===== src/rtl/acc_tern_quant.sv =====
// Accumulate-and-quantize stage: sums cfg_len signed partial sums per neuron and emits a ternary
// activation plus the raw sum. Define ACC_SAT_EN for saturating accumulation (default: wrap-around).
module acc_tern_quant #(
  parameter int data_in_width = 32,
  parameter int len_width     = 8
) (
  input  logic                     clk,
  input  logic                     rst_n,
  input  logic                     clr,
  input  logic [len_width-1:0]     cfg_len,
  input  logic [data_in_width-1:0] cfg_th_pos,
  input  logic [data_in_width-1:0] cfg_th_neg,
  input  logic                     in_valid,
  output logic                     in_ready,
  input  logic [data_in_width-1:0] in_data,
  output logic                     out_valid,
  input  logic                     out_ready,
  output logic [1:0]               out_trit,
  output logic [data_in_width-1:0] out_acc
);

  typedef enum logic [1:0] {IDLE, ACC, OUT} state_t;

  localparam logic [len_width:0] cnt_one = {{len_width{1'b0}}, 1'b1};

  state_t                          state, state_nxt;
  logic signed [data_in_width-1:0] acc, th_pos_q, th_neg_q;
  logic signed [data_in_width-1:0] sum, acc_nxt, th_pos_use, th_neg_use;
  logic [len_width:0]              cnt, len_q, len_eff;
  logic                            accept, last;
  logic [1:0]                      trit_nxt;

  // in_ready depends only on the state register, never on in_valid/out_ready.
  assign in_ready = (state != OUT);
  assign accept   = in_valid & in_ready;
  assign len_eff  = (cfg_len == '0) ? cnt_one : {1'b0, cfg_len};

`ifdef ACC_SAT_EN
  logic signed [data_in_width-1:0] raw_sum;
  logic                            ovf;
  always_comb begin
    raw_sum = acc + $signed(in_data);
    ovf     = (acc[data_in_width-1] == in_data[data_in_width-1]) &&
              (raw_sum[data_in_width-1] != acc[data_in_width-1]);
    if (!ovf)                        sum = raw_sum;
    else if (acc[data_in_width-1])   sum = {1'b1, {(data_in_width-1){1'b0}}};
    else                             sum = {1'b0, {(data_in_width-1){1'b1}}};
  end
`else
  assign sum = acc + $signed(in_data);
`endif

  // The first beat of a neuron uses the live config, since the latched copy is written on that same edge.
  always_comb begin
    // NOTE: every signal gets a default first so no path through this block can infer a latch.
    acc_nxt    = sum;
    last       = (cnt + cnt_one == len_q);
    th_pos_use = th_pos_q;
    th_neg_use = th_neg_q;
    if (state == IDLE) begin
      acc_nxt    = $signed(in_data);
      last       = (len_eff == cnt_one);
      th_pos_use = $signed(cfg_th_pos);
      th_neg_use = $signed(cfg_th_neg);
    end
    if (acc_nxt > th_pos_use)      trit_nxt = 2'b01;
    else if (acc_nxt < th_neg_use) trit_nxt = 2'b11;
    else                           trit_nxt = 2'b00;
  end

  always_comb begin
    state_nxt = state;
    unique case (state)
      IDLE:    if (accept) state_nxt = last ? OUT : ACC;
      ACC:     if (accept && last) state_nxt = OUT;
      OUT:     if (out_ready) state_nxt = IDLE;
      default: state_nxt = IDLE;
    endcase
    if (clr) state_nxt = IDLE;
  end

  // NOTE: sequential state uses non-blocking assignments so every register samples pre-edge values.
  always_ff @(posedge clk or negedge rst_n) begin
    if (!rst_n) state <= IDLE;
    else        state <= state_nxt;
  end

  always_ff @(posedge clk or negedge rst_n) begin
    if (!rst_n) begin
      acc       <= '0;
      cnt       <= '0;
      len_q     <= '0;
      th_pos_q  <= '0;
      th_neg_q  <= '0;
      out_valid <= 1'b0;
      out_trit  <= 2'b00;
      out_acc   <= '0;
    end else if (clr) begin
      acc       <= '0;
      cnt       <= '0;
      out_valid <= 1'b0;
    end else begin
      if (accept) begin
        acc <= acc_nxt;
        cnt <= (state == IDLE) ? cnt_one : cnt + cnt_one;
        if (state == IDLE) begin
          len_q    <= len_eff;
          th_pos_q <= $signed(cfg_th_pos);
          th_neg_q <= $signed(cfg_th_neg);
        end
        if (last) begin
          out_valid <= 1'b1;
          out_trit  <= trit_nxt;
          out_acc   <= acc_nxt;
        end
      end
      if (state == OUT && out_ready) out_valid <= 1'b0;
    end
  end

endmodule


===== config.mk =====
export PLATFORM = sky130hd
export DESIGN_NAME = acc_tern_quant
export DESIGN_NICKNAME = d
export VERILOG_FILES = /design/src/rtl/acc_tern_quant.sv
export SDC_FILE = /design/constraint.sdc
export NUM_CORES = 1
export LEC_CHECK = 0
export BUFFER_PORTS_ARGS = -buffer_cell sky130_fd_sc_hd__buf_4
export CAP_MARGIN = 20
export CORE_ASPECT_RATIO = 1.4
export CORE_UTILIZATION = 35
export CTS_BUF_LIST = sky130_fd_sc_hd__clkbuf_8
export CTS_CLUSTER_SIZE = 24
export DETAILED_ROUTE_END_ITERATION = 12
export PLACE_DENSITY = 0.57
export SLEW_MARGIN = 20
export SYNTH_ARGS = -nofsm -noshare
export SYNTH_HDL_FRONTEND = slang
export SYNTH_SLANG_ARGS = --single-unit

===== constraint.sdc =====
create_clock -name clk -period 8.07 [get_ports clk]
set_input_delay 0.4035 -clock clk [delete_from_list [all_inputs] [get_ports clk]]
set_output_delay 0.4035 -clock clk [all_outputs]
set_load 0.02 [all_outputs]

==> results of run 1 <==
==> sequential cells by signal, indices dropped and copies added, names as in the netlist <==
name       cells
acc           32
cnt            9
len_q          8
out_acc       32
out_trit       2
out_valid      1
state          2
th_neg_q      32
th_pos_q      32
==> power by group through the flow <==
stage / Sequential, mW / Combinational (mW) / Clock [mW]
2_1_floorplan: 1.22 / 1.65 / 0
3_3_place_gp: 1.20 / 2.35 / 0
6_report: 1.18 / 2.37 / 0.548
3_5_place_dp: 1.20 / 2.39 / 0
4_1_cts: 1.19 / 2.40 / 0.570
5_1_grt: 1.22 / 2.68 / 0.600
==> cell families after synthesis <==
| family | count (synthesis) | share of synthesized area, % |
|---|---|---|
| mux | 95 | 9.82 |
| compound gates | 313 | 20.7 |
| buf+inv | 65 | 2.91 |
| flops | 150 | 37.4 |
| xor+xnor | 25 | 2.18 |
| simple gates | 323 | 14.9 |
| fa+ha+maj | 96 | 12.1 |
==> path summary, 6_finish.rpt <==
check                           startpoint      endpoint  depth (start not counted)
worst max-delay path                acc[0]   out_trit[0]                         18
worst min-delay path                 rst_n  th_neg_q[23]                          1
worst max register to register      acc[0]   out_trit[0]                         18
worst min register to register  out_acc[6]    out_acc[6]                          2
max in group asynchronous            rst_n        acc[7]                          2
min in group clk                 out_ready      state[1]                          2
==> routing by layer <==
metal	vias to the layer above	track usage (%)
met4	0	9.04
met3	41	2.82
met5	-	0
met2	156	35.3
li1	4168	-
met1	3966	23.5
==> cells in the final DEF, fill, tap and decap left out, drive strengths merged, types with 6 or more instances in the layout <==
| cell | count |
|---|---|
| o31ai | 12 |
| nand2b | 9 |
| nand4 | 14 |
| xor2 | 12 |
| xnor2 | 13 |
| a211oi | 14 |
| dfrtp | 150 |
| a21oi | 62 |
| mux2 | 27 |
| mux2i | 68 |
| nand3 | 14 |
| a21o | 25 |
| nor3 | 14 |
| a31oi | 7 |
| o21ai | 118 |
| buf | 157 |
| o211ai | 6 |
| ha | 95 |
| inv | 23 |
| o21a | 7 |
| nor2 | 64 |
| nand2 | 164 |
| and3 | 11 |
| clkbuf | 17 |
| a22o | 30 |
==> area by class of cell <==
type	count	area, sq um
Tap cell	370	463
Clock inverter	15	123
Timing Repair Buffer	157	1200
Multi-Input combinational cell	852	6000
Clock buffer	17	234
Sequential cell	150	3750
Fill cell	2814	16100
Inverter	17	63.8
==> metrics by stage <==
step | hold WS [ps] | util, %
after floorplan | 108 | -
after global placement | 457 | 41.0
after detailed placement | 462 | 41.0
after CTS | 26.6 | 42.3
after global routing | 68.3 | 42.4
final | 7.82 | 42.4
==> worst register-to-register path: cells and delay by family (launching register included) <==
| kind | cells | cell delay, ps |
|---|---|---|
| multiplexers | 1 | 360 |
| AO/OA/AOI/OAI | 7 | 1840 |
| AND/OR/NAND/NOR | 6 | 1000 |
| flip-flops | 1 | 350 |
| adder cells (fa/ha/maj) | 3 | 930 |
| buffers and inverters | 1 | 80 |
==> results.cfg, run 1 <==
[sta]
slew_violations = 0
fin_worst_skew_ps = 26.0
clock.fmax_mhz = 217
period_needed_ps = 4600
setup_slack_ps = 3470
setup_viol = 0
period_share_pct = 57.0
rsz0062_at_grt = false
hold_viol = 0
relSlewSlack_pct = 34.4
worst_pin_slew_ps = 984
tns_ps = 0

[clock_tree]
numCtsBuffers = 17
cts_tree = built
cts_resized = 0
clock_path_buffers = 2
holdBufCountCts = 0
cts.clk_slew.worst_paths_ps = 90
clockRootBuffer = clkbuf_8
clk_latency_ps = 480
post_cts_buffers = 0
cts_max_level = 4
clock_sinks = 150

[global_routing]
grt_pass1_wl_um = 45300
grt_overflow_total = 0
grt_max_degree = 120
antenna_found_initial = 0
grt_pass1_vias = 8379
grtUsageTotal_pct = 19.8

[run_status]
outcome = finished clean

[logic_synthesis]
ys.flop_type = dfrtp_1
yosysMostFrequentCell = nand2_1
syn_area_per_cell_sq_um = 9.39
synth_sequential_area_ratio_pct = 37.4
synth_edf_count = 0
async_flop_share_pct = 100
synth_top_area_cell = dfrtp_1
yosysWarnings = 0
synthCells = 1067
synth-seq-cells = 150
synth_fp_nets = 1272
synth_commonest_cells = nand2_1 (162), dfrtp_1 (150), o21ai_0 (113)
ys_types = 80
netlist_area_sq_um = 10000
yosys-top-cells-area = dfrtp_1 (37%), ha_1 (12%), mux2i_1 (6.8%)
yosysTopAreaCellShare_pct = 37.4

[power_and_ir_drop]
clock_power_share_pct = 13.3
irDropWorstVdd_uv = 164
combPwrFrac_pct = 57.8
internal_power_mw = 2.23
power_density_nw_per_um2 = 347
seq_power_share_pct = 28.8
power_mw = 4.11
swShare_pct = 45.8
p_switching_mw = 1.88
p_leak_nw = 5.80

[worst_setup_path]
critical_path.max_fanout = 7
path_buf_inv = 1
max_stage_delay_ps = 560
crit_path_end_kind = flip-flop
path_cells = ha_1 > inv_1 > fa_1 > nor2b_1 > o31a_1 > o21ai_1 > a2111o_1 > a31oi_4 > nor3_1 > a211oi_1 > nand2_1 > ha_1 > nand4_1 > nor4_1 > nor2_1 > o21bai_1 > mux2_2 > a31oi_1
critPathRequiredTime_ps = 8470
cp_top_family = compound AO/OA/AOI/OAI gates
cpMaxStageDelayCell = a2111o_1
ff2ff_setup_slack_ps = 3470
cp-start-kind = flip-flop
cpMostUsedCell = ha_1
critPathKind = reg -> reg
worstPathArrival_ps = 5000

[job]
cap_violations = 0

[placed_design]
dp.cells = 1545
finalWeightedCongestion = 0.875
pre_cts_slack_ps = 3330
dpl.hpwl_um = 21100
placed_cell_area_sq_um = 11500
port_buffers = 144

[drt]
drtIter0Drc = 472
wl_met3_um = 754
wl_met1_um = 12000
drt-pass1-iter-count = 4
drt-total-wl_um = 28200
vias = 8331
viasPerCell = 5.28
wl_per_cell_um = 17.8
ant_nets = 0
drc = 0
wl_met2_um = 14400
top_layer = met4

[floorplan]
rows = 72
io_pins = 145
die_w_um = 145
coreArea_sq_um = 27900
die_area_sq_um = 29300
start_util_pct = 35.9
die_h_um = 202

[layout]
area_delta_synth_final_pct = 18.1
nets = 1400
instances_no_fill = 1578
drive_gt1_share_pct = 20.4
design_area_sq_um = 11800
antenna_cells = 0

[min_path]
hold_path.class = in -> async
(Power assumes the default switching activity.)
==> inputs of run 2 (changes only) <==
--- a/config.mk
+++ b/config.mk
@@ -5,6 +5,7 @@
 export SDC_FILE = /design/constraint.sdc
 export NUM_CORES = 1
 export LEC_CHECK = 0
+export ABC_AREA = 1
 export BUFFER_PORTS_ARGS = -buffer_cell sky130_fd_sc_hd__buf_4
 export CAP_MARGIN = 20
 export CORE_ASPECT_RATIO = 1.4
==> constraint.sdc (replaced) <==
create_clock -name clk -period 4.5 [get_ports clk]
set_input_delay 0.225 -clock clk [delete_from_list [all_inputs] [get_ports clk]]
set_output_delay 0.225 -clock clk [all_outputs]
set_load 0.02 [all_outputs]
==> results.cfg, run 2 <==
[drt]
vias = 9341
drtIter0Drc = 550
drc = 0
wl_per_cell_um = 16.7
drt-pass1-iter-count = 5
viasPerCell = 5.03
ant_nets = 0
drt-total-wl_um = 31000

[floorplan]
die_area_sq_um = 29900
io_pins = 145
die_h_um = 204
rows = 73
die_w_um = 146
coreArea_sq_um = 28500
start_util_pct = 35.8

[worst_setup_path]
reg2reg_from = acc[2]
critPathKind = reg -> reg
cp_top_family = compound AO/OA/AOI/OAI gates
rr_worst_depth = 24
crit_start = acc[2]
critical_path.max_fanout = 4
critPathRequiredTime_ps = 4880
max_stage_delay_ps = 390
path_cells = ha_1 > nand3_1 > nand3_1 > a21oi_1 > inv_1 > nand2_1 > nand2_1 > nand3_1 > nand4_1 > nand2_1 > nand2_1 > o21ai_0 > inv_1 > ha_1 > a21oi_1 > o21ai_0 > a211oi_1 > inv_1 > a31oi_1 > nand2_1 > nand2_1 > nand3_1 > nand2_1 > inv_1
worstPathArrival_ps = 4320
cpMaxStageDelayCell = dfrtp_1
r2r-end = out_trit[0]
cp-start-kind = flip-flop
path_buf_inv = 4
crit_path_end_kind = flip-flop
cpMostUsedCell = nand2_1
crit_cells = 24
ff2ff_setup_slack_ps = 560
cp-endpoint = out_trit[0]

[layout]
final_common_cell = nand2_1
antenna_cells = 0
final_cell_mix = nand2_1 (393), buf_4 (162), dfrtp_1 (150), o21ai_0 (138), inv_1 (114)
nets = 1675
area_delta_synth_final_pct = 18.8
drive_gt1_share_pct = 14.5

[clock_tree]
clock_sinks = 150
clk_latency_ps = 480
clockRootBuffer = clkbuf_8
post_cts_buffers = 0
cts_max_level = 4
numCtsBuffers = 17
cts_tree = built
cts.clk_slew.worst_paths_ps = 90
clock_path_buffers = 2

[power_and_ir_drop]
power_mw = 8.15
irDropWorstVdd_uv = 275
p_leak_nw = 6.30
power_density_nw_per_um2 = 672

[placed_design]
dpl.hpwl_um = 24300
finalWeightedCongestion = 0.940
port_buffers = 144

[sta]
setup_viol = 0
slew_violations = 0
hold_viol = 0
rsz0062_at_grt = false
period_share_pct = 87.5
tns_ps = 0
clock.fmax_mhz = 254
fin_worst_skew_ps = 19.7
relSlewSlack_pct = 34.9
worst_pin_slew_ps = 975
period_needed_ps = 3940

[logic_synthesis]
ys_types = 40
yosys-top-cells-area = dfrtp_1 (37%), nand2_1 (14%), ha_1 (12%)
synth-seq-cells = 150
synth_edf_count = 0
yosysMostFrequentCell = nand2_1
yosysWarnings = 0
yosysTopAreaCellShare_pct = 36.8
netlist_area_sq_um = 10200
synth_sequential_area_ratio_pct = 36.8
synth_commonest_cells = nand2_1 (393), dfrtp_1 (150), o21ai_0 (138)
synth_fp_nets = 1532
synth_top_area_cell = dfrtp_1
async_flop_share_pct = 100
synthCells = 1327
syn_area_per_cell_sq_um = 7.69
ys.flop_type = dfrtp_1

[min_path]
hold_depth = 3
hold_path.class = in -> reg

[run_status]
outcome = finished clean

[global_routing]
grt_pass1_vias = 9471
grt_pass1_wl_um = 49700
grt_max_degree = 111
grtUsageTotal_pct = 21.6
grt_overflow_total = 0
antenna_found_initial = 0

[job]
cap_violations = 0
==> run 2: changes by cell type in the layout (fill, tap and decap cells not counted), moves of 21 or more <==
cell	previous run	this run
a21o_1	24	3
nand3_1	14	46
inv_1	17	114
o21ai_0	113	138
nand2_1	162	393
mux2_2	26	1
a22o_1	30	0
==> run 2: metal layers <==
metal	wire, um	share of wire (%)	vias to the layer above	track usage, %
met5	0	0	-	0
met4	1030	3.3	0	8.85
met3	1060	3.4	50	2.99
met2	15300	49	190	38.1
met1	13600	44	4391	26.3
li1	-	-	4710	-
==> run 2: what timing repair did <==
action / in CTS / in global routing
hold buffers: 4 / 0
gates resized for setup: 0 / 1
endpoints found under the setup margin: 0 / 1
hold endpoints to repair: 63 / 0
==> run 2: report_power, final <==
part           internal (mW)  total (mW)  leakage, nW  switching (mW)
clock network          0.463        1.02        0.191           0.558
logic                   1.88        4.89         4.16            3.00
registers               1.89        2.24         1.96           0.349
==> run 2: worst reg2reg max path, delay by kind of cell (launching register included) <==
| kind | cells | cell delay, ps |
|---|---|---|
| flops | 1 | 390 |
| simple gates | 12 | 1110 |
| compound gates | 6 | 1300 |
| buf+inv | 4 | 380 |
| fa+ha+maj | 2 | 650 |
==> run 2: how the worst min path moves through the flow <==
stage                     from       end  slack (ps)
detailed placement       rst_n   acc[28]         290
global route        cfg_len[6]  len_q[6]          30
floorplan                rst_n    acc[0]         -70
CTS                 cfg_len[6]  len_q[6]           4
global placement         rst_n   acc[23]         290
finish              cfg_len[5]  len_q[5]          40
==> run 2: cells by family after synthesis <==
group	count (synthesis)	share of synthesized area, %
compound gates	278	14.7
fa+ha+maj	96	11.8
xor+xnor	24	2.06
simple gates	555	22.0
mux	63	6.19
flops	150	36.8
buf+inv	161	6.40
==> run 2: layout make-up <==
| class | count | area, sq um |
|---|---|---|
| tap | 375 | 469 |
| clock inverter | 12 | 106 |
| clock buffer | 19 | 262 |
| sequential | 150 | 3750 |
| fill | 3017 | 16400 |
| timing repair buffer | 167 | 1270 |
| multi-input combinational | 1016 | 5820 |
| inverter | 118 | 444 |
==> run 2: stage by stage <==
stage          utilization, %  instances  worst slack, ps  hold WS [ps]  instance area, sq um
2_1_floorplan               -       1327             1130         -70.6                 10200
3_3_place_gp             41.1       1822              539           287                 11700
3_5_place_dp             41.1       1822              470           286                 11700
4_1_cts                  42.5       1857              411          3.82                 12100
5_1_grt                  42.5       1857              118          26.6                 12100
6_report                 42.5       1857              561          41.0                 12100
==> inputs of run 3 (changes only) <==
--- a/config.mk
+++ b/config.mk
@@ -14,6 +14,7 @@
 export CTS_CLUSTER_SIZE = 24
 export DETAILED_ROUTE_END_ITERATION = 12
 export PLACE_DENSITY = 0.57
+export RECOVER_POWER = 25
 export SLEW_MARGIN = 20
 export SYNTH_ARGS = -nofsm -noshare
 export SYNTH_HDL_FRONTEND = slang
==> results.cfg, run 3 (synthesis results as in run 2) <==
[sta]
relSlewSlack_pct = -122
hold_viol = 0
setup_viol = 0
period_needed_ps = 4010
period_share_pct = 89.1
worst_pin_slew_ps = 3320
tns_ps = 0
hold_ws_ps = 46.0
fin_worst_skew_ps = 20.7
slew_violations = 64
rsz0062_at_grt = false
clock.fmax_mhz = 249

[placed_design]
dpl.hpwl_um = 24300
placed_cell_area_sq_um = 11700
finalWeightedCongestion = 0.940
port_buffers = 144

[worst_setup_path]
max_stage_delay_ps = 390
critPathKind = reg -> reg
path_buf_inv = 4
cp-start-kind = flip-flop
cpMostUsedCell = nand2_1
worstPathArrival_ps = 4380
critical_path.max_fanout = 4
critPathRequiredTime_ps = 4870
cpMaxStageDelayCell = dfrtp_1
path_cells = ha_1 > nand3_1 > nand3_1 > a21oi_1 > inv_1 > nand2_1 > nand2_1 > nand3_1 > nand4_1 > nand2_1 > nand2_1 > o21ai_0 > inv_1 > ha_1 > a21oi_1 > o21ai_0 > a211oi_1 > inv_1 > a31oi_1 > nand2_1 > nand2_1 > nand3_1 > nand2_1 > inv_1
cp_top_family = compound AO/OA/AOI/OAI gates
crit_path_end_kind = flip-flop

[power_and_ir_drop]
p_leak_nw = 6.20
irDropWorstVdd_uv = 275
power_mw = 8.07
power_density_nw_per_um2 = 671

[layout]
seqCellArea_sq_um = 3750
nets = 1675
design_area_sq_um = 12000
fillers = 3046
antenna_cells = 0
area_delta_synth_final_pct = 17.9
drive_gt1_share_pct = 12.9
multiInputGateArea_sq_um = 5820
final_cell_mix = nand2_1 (393), dfrtp_1 (150), buf_4 (139), o21ai_0 (138), inv_1 (114)
final_common_cell = nand2_1

[clock_tree]
clk_latency_ps = 480
numCtsBuffers = 17
clock_sinks = 150
cts.clk_slew.worst_paths_ps = 90
cts_max_level = 4
clock_path_buffers = 2
clockRootBuffer = clkbuf_8
cts_tree = built

[drt]
drt-pass1-iter-count = 7
drt-total-wl_um = 31100
viasPerCell = 5.02
wl_per_cell_um = 16.7
vias = 9328
ant_nets = 0
drtIter0Drc = 508
drc = 0

[global_routing]
antenna_found_initial = 0
grt_overflow_total = 0
grtUsageTotal_pct = 21.6
grt_pass1_wl_um = 49700
grt_max_degree = 111
grt_pass1_vias = 9471

[job]
cap_violations = 1

[floorplan]
start_util_pct = 35.8
io_pins = 145
coreArea_sq_um = 28500
die_w_um = 146
rows = 73
die_area_sq_um = 29900
die_h_um = 204

[run_status]
outcome = complete, but fails checks
violations = capacitance limit, slew limit

[min_path]
hold_path.class = in -> reg
[run 3: cell count changes in the layout (fill, tap and decap cells not counted)]
| cell | before | now |
|---|---|---|
| clkbuf_1 | 0 | 23 |
| buf_6 | 1 | 0 |
| clkdlybuf4s25_1 | 0 | 1 |
| buf_4 | 162 | 139 |
[run 3: final timing paths]
| check | start | endpoint | slack, ps | cells after the start |
|---|---|---|---|---|
| worst min register to register | th_neg_q[0] | th_neg_q[0] | 480 | 2 |
| min in group asynchronous | rst_n | acc[23] | 1590 | 2 |
| worst max-delay path | acc[2] | out_trit[0] | 490 | 24 |
| worst max register to register | acc[2] | out_trit[0] | 490 | 24 |
| max in group asynchronous | rst_n | acc[19] | 840 | 3 |
| worst min-delay path | cfg_len[5] | len_q[5] | 50 | 3 |
[run 3: cell type report]
class	count	share of cell area [%]
Clock inverter	12	0.884
Sequential cell	150	31.2
Tap cell	375	3.90
Timing Repair Buffer	167	9.81
Clock buffer	19	2.17
Inverter	118	3.69
Multi-Input combinational cell	1016	48.3
[run 3: worst register-to-register path: cells and delay by family (launching register included)]
| kind | cells | cell delay (ps) |
|---|---|---|
| compound gates | 6 | 1340 |
| fa+ha+maj | 2 | 650 |
| buf+inv | 4 | 380 |
| flops | 1 | 390 |
| simple gates | 12 | 1140 |
[run 3: report_power, final]
group          total [mW]  internal, mW  switching [mW]
logic                4.81          1.81            3.00
registers            2.24          1.89           0.348
clock network        1.02         0.463           0.554
total                8.07          4.16            3.91
[run 3: per-stage QoR]
stage | util [%] | setup WS, ps | instances
final | 42.2 | 491 | 1857
after global routing | 42.2 | 118 | 1857
after CTS | 42.5 | 411 | 1857
after global placement | 41.1 | 539 | 1822
after detailed placement | 41.1 | 470 | 1822
after floorplan | - | 1130 | 1327
[run 3: routing by layer]
metal / routed length, um / track usage, % / vias up
li1: - / - / 4711
met3: 1050 / 2.99 / 52
met2: 15400 / 38.1 / 210
met5: 0 / 0 / -
met4: 1040 / 8.85 / 0
met1: 13600 / 26.3 / 4355
[run 3: what timing repair did]
action	in CTS	in global routing
endpoints found under the setup margin	0	1
gates resized for setup	0	1
endpoints found under the hold margin	63	0
buffers inserted	0	0
hold buffers	4	0
